[src/rtl/peak_tracker_pkg.sv]
// Shared types and constants for the signed peak tracker.
package peak_tracker_pkg;

    localparam int unsigned WIDTH_DEF = 8;
    localparam int unsigned SUM_W_DEF = 16;
    localparam int unsigned CNT_W_DEF = 8;

    // Signed saturation limits for the default accumulator width
    localparam logic [SUM_W_DEF-1:0] SUM_MAX_DEF = {1'b0, {(SUM_W_DEF-1){1'b1}}};
    localparam logic [SUM_W_DEF-1:0] SUM_MIN_DEF = {1'b1, {(SUM_W_DEF-1){1'b0}}};

    typedef enum logic [1:0] {
        ST_EMPTY  = 2'd0,
        ST_TRACK  = 2'd1,
        ST_FROZEN = 2'd2
    } state_e;

endpackage

[src/rtl/signed_peak_tracker_sat_accum.sv]
// Signed saturating adder: SUM_W + 1 bit sum, clamped to the signed range.
module sat_accum #(
    parameter int unsigned SUM_W = 16
) (
    input  logic [SUM_W-1:0] acc_i,
    input  logic [SUM_W-1:0] add_i,
    output logic [SUM_W-1:0] sum_c_o,
    output logic             ovf_c_o
);

    localparam logic [SUM_W-1:0] MAX_V = {1'b0, {(SUM_W-1){1'b1}}};
    localparam logic [SUM_W-1:0] MIN_V = {1'b1, {(SUM_W-1){1'b0}}};

    logic [SUM_W:0] wide_c;

    // Widen by one sign bit; the top two bits disagree exactly on overflow
    always_comb begin
        wide_c  = {acc_i[SUM_W-1], acc_i} + {add_i[SUM_W-1], add_i};
        sum_c_o = wide_c[SUM_W-1:0];
        ovf_c_o = 1'b0;
        if (wide_c[SUM_W] != wide_c[SUM_W-1]) begin
            ovf_c_o = 1'b1;
            sum_c_o = wide_c[SUM_W] ? MIN_V : MAX_V;
        end
    end

endmodule

[src/rtl/signed_peak_tracker.sv]
// Running min/max/saturating sum/count over qualified signed samples.
// Optional: define PEAK_TRACKER_XCROSS_EN to build zero_cross detection.
module signed_peak_tracker
    import peak_tracker_pkg::*;
#(
    parameter int unsigned WIDTH = WIDTH_DEF,
    parameter int unsigned SUM_W = SUM_W_DEF,
    parameter int unsigned CNT_W = CNT_W_DEF
) (
    input  logic             clk,
    input  logic             rst,
    input  logic             in_valid,
    input  logic [WIDTH-1:0] in_data,
    input  logic             clear,
    input  logic             freeze,
    output logic [WIDTH-1:0] min_q,
    output logic [WIDTH-1:0] max_q,
    output logic [SUM_W-1:0] sum_q,
    output logic [CNT_W-1:0] cnt_q,
    output logic             empty,
    output logic             sum_ovf,
    output logic             zero_cross
);

    state_e           state_q, state_d;
    logic [WIDTH-1:0] min_d, max_d;
    logic [SUM_W-1:0] sum_d;
    logic [CNT_W-1:0] cnt_d;
    logic             empty_d, sum_ovf_d;
    logic [SUM_W-1:0] sample_ext_c;
    logic [SUM_W-1:0] acc_sum_c;
    logic             acc_ovf_c;

`ifdef PEAK_TRACKER_XCROSS_EN
    logic sign_q, sign_d;
    logic zero_cross_d;
`endif

    assign sample_ext_c = {{(SUM_W-WIDTH){in_data[WIDTH-1]}}, in_data};

    sat_accum #(.SUM_W(SUM_W)) u_sat_accum (
        .acc_i   (sum_q),
        .add_i   (sample_ext_c),
        .sum_c_o (acc_sum_c),
        .ovf_c_o (acc_ovf_c)
    );

    // Next-state and statistics update; clear beats freeze beats in_valid
    always_comb begin
        state_d   = state_q;
        min_d     = min_q;
        max_d     = max_q;
        sum_d     = sum_q;
        cnt_d     = cnt_q;
        empty_d   = empty;
        sum_ovf_d = sum_ovf;
`ifdef PEAK_TRACKER_XCROSS_EN
        sign_d       = sign_q;
        zero_cross_d = 1'b0;
`endif
        if (clear) begin
            state_d   = ST_EMPTY;
            min_d     = '0;
            max_d     = '0;
            sum_d     = '0;
            cnt_d     = '0;
            empty_d   = 1'b1;
            sum_ovf_d = 1'b0;
`ifdef PEAK_TRACKER_XCROSS_EN
            sign_d    = 1'b0;
`endif
        end else begin
            case (state_q)
                ST_EMPTY: begin
                    if (freeze) begin
                        state_d = ST_FROZEN;
                    end else if (in_valid) begin
                        state_d = ST_TRACK;
                        min_d   = in_data;
                        max_d   = in_data;
                        sum_d   = sample_ext_c;
                        cnt_d   = CNT_W'(1);
                        empty_d = 1'b0;
`ifdef PEAK_TRACKER_XCROSS_EN
                        sign_d  = in_data[WIDTH-1];
`endif
                    end
                end
                ST_TRACK: begin
                    if (freeze) begin
                        state_d = ST_FROZEN;
                    end else if (in_valid) begin
                        if ($signed(in_data) < $signed(min_q)) min_d = in_data;
                        if ($signed(in_data) > $signed(max_q)) max_d = in_data;
                        sum_d     = acc_sum_c;
                        sum_ovf_d = sum_ovf | acc_ovf_c;
                        if (cnt_q != {CNT_W{1'b1}}) cnt_d = cnt_q + CNT_W'(1);
`ifdef PEAK_TRACKER_XCROSS_EN
                        zero_cross_d = in_data[WIDTH-1] ^ sign_q;
                        sign_d       = in_data[WIDTH-1];
`endif
                    end
                end
                ST_FROZEN: begin
                    if (!freeze) state_d = empty ? ST_EMPTY : ST_TRACK;
                end
                default: state_d = ST_EMPTY;
            endcase
        end
    end

    // State and statistics registers
    always_ff @(posedge clk or negedge rst) begin
        if (!rst) begin
            state_q <= ST_EMPTY;
            min_q   <= '0;
            max_q   <= '0;
            sum_q   <= '0;
            cnt_q   <= '0;
            empty   <= 1'b1;
            sum_ovf <= 1'b0;
        end else begin
            state_q <= state_d;
            min_q   <= min_d;
            max_q   <= max_d;
            sum_q   <= sum_d;
            cnt_q   <= cnt_d;
            empty   <= empty_d;
            sum_ovf <= sum_ovf_d;
        end
    end

`ifdef PEAK_TRACKER_XCROSS_EN
    // Previous-sign register and registered crossing pulse
    always_ff @(posedge clk or negedge rst) begin
        if (!rst) begin
            sign_q     <= 1'b0;
            zero_cross <= 1'b0;
        end else begin
            sign_q     <= sign_d;
            zero_cross <= zero_cross_d;
        end
    end
`else
    assign zero_cross = 1'b0;
`endif

endmodule

[config.mk]
export PLATFORM = sky130hd
export DESIGN_NAME = signed_peak_tracker
export DESIGN_NICKNAME = d
export VERILOG_FILES = /design/src/rtl/peak_tracker_pkg.sv /design/src/rtl/signed_peak_tracker_sat_accum.sv /design/src/rtl/signed_peak_tracker.sv
export SDC_FILE = /design/constraint.sdc
export NUM_CORES = 1
export LEC_CHECK = 0
export BUFFER_PORTS_ARGS = -buffer_cell sky130_fd_sc_hd__buf_2
export CORE_MARGIN = 4
export CORE_UTILIZATION = 35
export CTS_BUF_LIST = sky130_fd_sc_hd__clkbuf_4 sky130_fd_sc_hd__clkbuf_8
export DETAILED_ROUTE_END_ITERATION = 6
export PLACE_DENSITY = 0.53
export SLEW_MARGIN = 10
export SYNTH_ARGS = -nofsm -noshare
export SYNTH_HDL_FRONTEND = slang
export SYNTH_SLANG_ARGS = --single-unit
[constraint.sdc]
create_clock -name clk -period 3.2 [get_ports clk]
set_input_delay 0.16 -clock clk [delete_from_list [all_inputs] [get_ports clk]]
set_output_delay 0.16 -clock clk [all_outputs]
set_load 0.05 [all_outputs]
# Yosys cells after proc, flatten, opt, wreduce, memory -nomap -nowiden
# Index checks and enable logic that the tools add are counted.
# word_totals
ff_bits	44
in_bits	13
out_inout_bits	43
elab_cells	82
# op_classes
addsub	2
magnitude_cmp	2
n_eq_ne	15
muxes	43
bitwise	1
reduce_logical	12
# ops
op	n
two-way mux 8 bit	16
two-way mux 16 bit	7
case mux 8 bit (2 select lines)	3
case mux 16 bit (2 select lines)	1
!= test 3 bit, second input constant	9
AND reduction 6 bit	3
adder 16 x 8 -> 17 bit	1
two-way mux 1 bit	10
two-way mux 2 bit	5
AND reduction 3 bit	3
adder 8 x 1 -> 8 bit, second input constant	1
greater-than comparator 8 bit	1
less-than comparator 8 bit	1
!= test 8 bit, second input constant	1
case mux 2 bit (3 select lines)	1
nonzero test 2 bit	3
AND reduction 5 bit	1
!= test 4 bit, second input constant	1
nonzero test 3 bit	1
== test 2 x 1 -> 1 bit, second input constant	1
== test 2 bit, second input constant	1
zero test 2 bit	1
!= test 2 bit, second input constant	1
!= test 1 bit	1
OR 1 bit	1

# Depth between registers and ports, before layout
# depth
ltp_word	8
mapped_depth	10
mapped_depth_nobuf	9

# Cells and area by module
# A second synthesis with hierarchy kept.
# unflattened
cells_unflattened	402
hier_area_um2	3568.4
# modules_own_cells
mod	n_inst	cells_per_inst	area_each_um2	seq_area_each_um2
signed_peak_tracker	1	276	2527.4	1102.3
sat_accum	1	126	1041.0	0.0

# Least setup slack after synthesis
# Ideal clock, no wire load.
# synth_path
path_kind	register to register
start	register sum_q[0]
end	register sum_q[10]
setup_ns	0.131
arrival_time_ns	2.703
t_required_ns	3.069
slack_ns	0.367
path_stages_with_launch	10
path_buffers	0
period_less_slack_ns	2.833
path_cell_list	dfrtp_1 ha_1 fa_1 a211oi_4 nor4_4 nor4_2 o21ai_1 and4_4 nor3_4 o21ai_1
# synth_between
elab_chain_len	7
word_cells_on_any_way	8
cone_classes	1 x add/sub; 1 x eq/ne; 6 x mux
# synth_lines
element	line	text
start, declared	signed_peak_tracker.sv:18	output logic [SUM_W-1:0] sum_q,
start signal, assigned	signed_peak_tracker.sv:126	sum_q <= sum_d;
adder 16 x 8 -> 17 bit *	signed_peak_tracker_sat_accum.sv:18	wide_c = {acc_i[SUM_W-1], acc_i} + {add_i[SUM_W-1], add_i};
two-way mux 16 bit / != test 1 bit (equally long branches)	signed_peak_tracker_sat_accum.sv:23, signed_peak_tracker_sat_accum.sv:21	
two-way mux 16 bit *	signed_peak_tracker_sat_accum.sv:21	if (wide_c[SUM_W] != wide_c[SUM_W-1]) begin
two-way mux 16 bit *	signed_peak_tracker.sv:92	end else if (in_valid) begin
two-way mux 16 bit *	signed_peak_tracker.sv:90	if (freeze) begin
case mux 16 bit (2 select lines) *	signed_peak_tracker.sv:73	case (state_q)
two-way mux 16 bit *	signed_peak_tracker.sv:61	if (clear) begin
# Mark *: on every way between the ends. The rest lies on a longest branch, timed or not. The select of a mux whose other input is x is not followed.
# A chain may end at the register's enable or synchronous reset.

# Worst setup path in the final report
# layout_path
start	register sum_q[0]
end	register sum_q[7]
# The elaborated chain is that of the path after synthesis.

==> qor.log <==
[placement] final weighted congestion in routability-driven placement 0.8126
[global_routing] vias in the first global route 2789
[clock_tree] clock root cell sky130_fd_sc_hd__clkbuf_8
[synth] post-synthesis instance area 3313 sq um
[floorplan] Starting Density 35.86%
[drt] total via count after detailed routing 2800
[worst_setup_path] arrival time of the worst setup path 3.07 ns
[finish] number of antenna diodes 0
[drt] Detailed Routing Iterations Pass 1 4
[drt] drt wl/cell 14.69 um
[finish] area of all sequential standard cells 1102 sq um
[timing] actual slew at the worst max-slew pin 1.089 ns
[timing] final period demand of the worst path 2.895 ns
[timing] setup repair after global routing missed its margin no
[synth] cell count after synthesis 367
[finish] share of final-layout standard cells stronger than drive strength 1 20.76%
[synth] dominant cell type by area after synthesis sky130_fd_sc_hd__dfrtp_1
[timing] final number of max-transition violations 0
[floorplan] die extent in y 105.3 um
[global_routing] pin count of the biggest net entering global routing 45
[synth] most used flip-flop cell after synthesis sky130_fd_sc_hd__dfrtp_1
[synth] total nets after synthesis 413
[clock_tree] TritonCTS clock tree done
[timing] Clock Skews 0.01339 ns
[worst_setup_path] endpoint class of the critical path register
[worst_setup_path] data required time at the worst endpoint 3.38 ns
[finish] area of the multi-input gates 2083 sq um
[worst_setup_path] slack of the worst reg-to-reg path 0.30 ns
[synth] portion of the post-synthesis area used by sequential elements 33.27%
[synth] Post-synth EDFFs 0
[drt] DRC Markers 0
[timing] Peak Freq 0.3454 GHz
[finish] layout-stage area growth over the synthesis result 14.24%
[synth] Synth Register Bits 44
[pwr] VDD IR max 0.0002300 V
[floorplan] Cell Rows 35
[global_routing] first-pass GRT wire length 13990 um
[global_routing] total global-route track usage 15.24%
[worst_hold_path] worst min-delay path class primary input to asynchronous set/reset pin
[synth] Synth cell types 58
[clock_tree] sinks on the clock net 44
[clock_tree] clock latency on the worst-skew pair 0.31 ns
[drt] Vias per Instance 5.109
[synth] FFs w/ async S/R, synth 100.0%
[finish] nets@finish 464
[clock_tree] buffer levels on the longest clock path 2
[placement] number of I/O port buffers 54
[timing] Worst Hold Slack 0.03800 ns
[floorplan] full die area 11090 sq um
[clock_tree] post-CTS setup-driven buffer insertion count 0
[synth] leading cell type by number of instances after synthesis sky130_fd_sc_hd__dfrtp_1
[placement] Detail Placement HPWL 6116 um
[worst_setup_path] Crit Path Category register to register
[synth] ranking of synthesized cells by instance count sky130_fd_sc_hd__dfrtp_1, sky130_fd_sc_hd__nor2_1, sky130_fd_sc_hd__nand2_1
[drt] aggregate routed wire length 8049 um
[timing] Slew HR 27.41%
[drt] Routed Antenna Nets 0
[outcome] status finished clean
[flow_run] max-cap violations 0
[timing] Setup Total Neg Slack 0 ns
[worst_setup_path] Register-to-Register Path Depth 9
[floorplan] Core ar. 9240 sq um
[timing] final-report hold violation count 0
[worst_setup_path] Crit Reg-Reg Endpoint sum_q[7]
[timing] total setup violations reported at the end of the flow 0
[clock_tree] post-cts gate resize count 0
[drt] detailed router's first-iteration violation count 114
[global_routing] total congestion overflow after global routing 0
[finish] filler instances 938
[floorplan] Horiz. Die Dim 105.3 um
[timing] final worst path period share 90.48%
[clock_tree] number of CTS-inserted buffers 5
[synth] Area contributors post-synth sky130_fd_sc_hd__dfrtp_1, sky130_fd_sc_hd__ha_1, sky130_fd_sc_hd__mux2_1
[pwr] PD cells 456.3 nW/um^2
[clock_tree] clock-pin transition on the worst setup and hold timing paths 0.09 ns
[worst_setup_path] worst-path maximum fanout 8
[worst_setup_path] R2R Path Start sum_q[0]
[floorplan] number of placed I/O pins 56
[synth] mean cell area of the mapped netlist 9.028 sq um
[worst_setup_path] Critical Path Source Type register
[synth] Synth Warn # 0
[clock_tree] number of hold-repair buffers added at the cts stage 0
[global_routing] initial antenna violation count 0
[pwr] leakage power summed over all cells 1.830 nW
[synth] fraction of synthesized cell area taken by the top area cell type 32.48%
[clock_tree] H-tree depth 2
[power by group]
part | leakage [nW] | internal [mW] | switching [mW] | total (mW)
clock | 0.0446 | 0.162 | 0.210 | 0.371
combinational | 1.21 | 0.233 | 0.475 | 0.709
sequential | 0.575 | 0.604 | 0.0428 | 0.647
[stage by stage]
| step | utilization, % | setup slack, ns | power, mW | area [sq um] | instances |
|---|---|---|---|---|---|
| floorplan | - | 0.3668 | 1.205 | 3313 | 367 |
| global placement | 40.00 | 0.4203 | 1.369 | 3696 | 540 |
| detailed placement | 40.00 | 0.2945 | 1.373 | 3696 | 540 |
| CTS | 40.96 | 0.2957 | 1.756 | 3785 | 548 |
| global route | 40.96 | 0.1543 | 1.847 | 3785 | 548 |
| finish | 40.96 | 0.3048 | 1.727 | 3785 | 548 |
[state kept, by name, summed over array words and instances (netlist names)]
signal	count
sum_ovf	1
min_q	8
sum_q	16
max_q	8
state_q	2
cnt_q	8
empty	1
[layout by cell type, fill, tap and decap left out, types with 2 or more instances in the layout]
master                      n
sky130_fd_sc_hd__o31ai_2    4
sky130_fd_sc_hd__nand2b_1   7
sky130_fd_sc_hd__nand4_1    4
sky130_fd_sc_hd__dfrtp_1   43
sky130_fd_sc_hd__o21ai_4    2
sky130_fd_sc_hd__xor2_1     6
sky130_fd_sc_hd__nor2b_1    9
sky130_fd_sc_hd__o21a_1     3
sky130_fd_sc_hd__ha_1      32
sky130_fd_sc_hd__a211o_1    2
sky130_fd_sc_hd__o21ai_0   15
sky130_fd_sc_hd__a31oi_1    2
sky130_fd_sc_hd__nor3_1     5
sky130_fd_sc_hd__nand3_1    8
sky130_fd_sc_hd__mux2_1    15
sky130_fd_sc_hd__a21oi_1   24
sky130_fd_sc_hd__inv_1     19
sky130_fd_sc_hd__and3_1     4
sky130_fd_sc_hd__o31ai_1    6
sky130_fd_sc_hd__a211oi_1   6
sky130_fd_sc_hd__buf_2     54
sky130_fd_sc_hd__nand2_1   34
sky130_fd_sc_hd__a21o_1     8
sky130_fd_sc_hd__clkbuf_8   5
sky130_fd_sc_hd__nor2_1    40
sky130_fd_sc_hd__xnor2_1    7
sky130_fd_sc_hd__or2_2      3
sky130_fd_sc_hd__o21ai_1   18
sky130_fd_sc_hd__nor4_2     2
sky130_fd_sc_hd__o21bai_1   2
[cell type report]
class / instances / share of cell area (%)
repair buffers: 55 / 7.339
well taps: 129 / 4.264
flip-flops and latches: 44 / 29.12
multi-input cells: 293 / 55.04
inverters: 19 / 1.884
clock inverters: 2 / 0.3306
clock buffers: 6 / 2.017
[worst max-delay path, stage by stage, from the launching register on]
cell and delay (ns):
sky130_fd_sc_hd__dfrtp_1 0.41, sky130_fd_sc_hd__ha_1 0.23, sky130_fd_sc_hd__fa_1 0.46, sky130_fd_sc_hd__a211oi_4 0.37, sky130_fd_sc_hd__nor4_4 0.10, sky130_fd_sc_hd__nor4_2 0.30
sky130_fd_sc_hd__o21ai_1 0.18, sky130_fd_sc_hd__and4_4 0.22, sky130_fd_sc_hd__nor3_4 0.37, sky130_fd_sc_hd__o21ai_1 0.13
[worst max-delay path by stage]
stage	depth (start not counted)	end	startpoint	slack, ns
after floorplan	9	sum_q[10]	sum_q[0]	0.37
after global placement	9	sum_q[13]	sum_q[0]	0.42
after detailed placement	9	sum_q[7]	sum_q[0]	0.29
after CTS	9	sum_q[7]	sum_q[0]	0.30
after global routing	9	sum_q[7]	sum_q[0]	0.15
final	9	sum_q[7]	sum_q[0]	0.30
[per-layer routing]
layer | GRT usage [%] | part of all wire (%)
met3 | 2.633 | 4.3
met4 | 4.124 | 1.1
met5 | 0 | 0
met2 | 24.18 | 47
met1 | 21.39 | 48
[cells by family after synthesis]
logic type | Yosys count | share of synthesized area, %
compound gates | 103 | 21.41
xor+xnor | 13 | 3.437
fa+ha+maj | 33 | 12.69
buf+inv | 30 | 3.852
flops | 44 | 33.27
mux | 17 | 5.891
other cells | 1 | 0.1132
simple gates | 126 | 19.34
(Power assumes the default switching activity.)
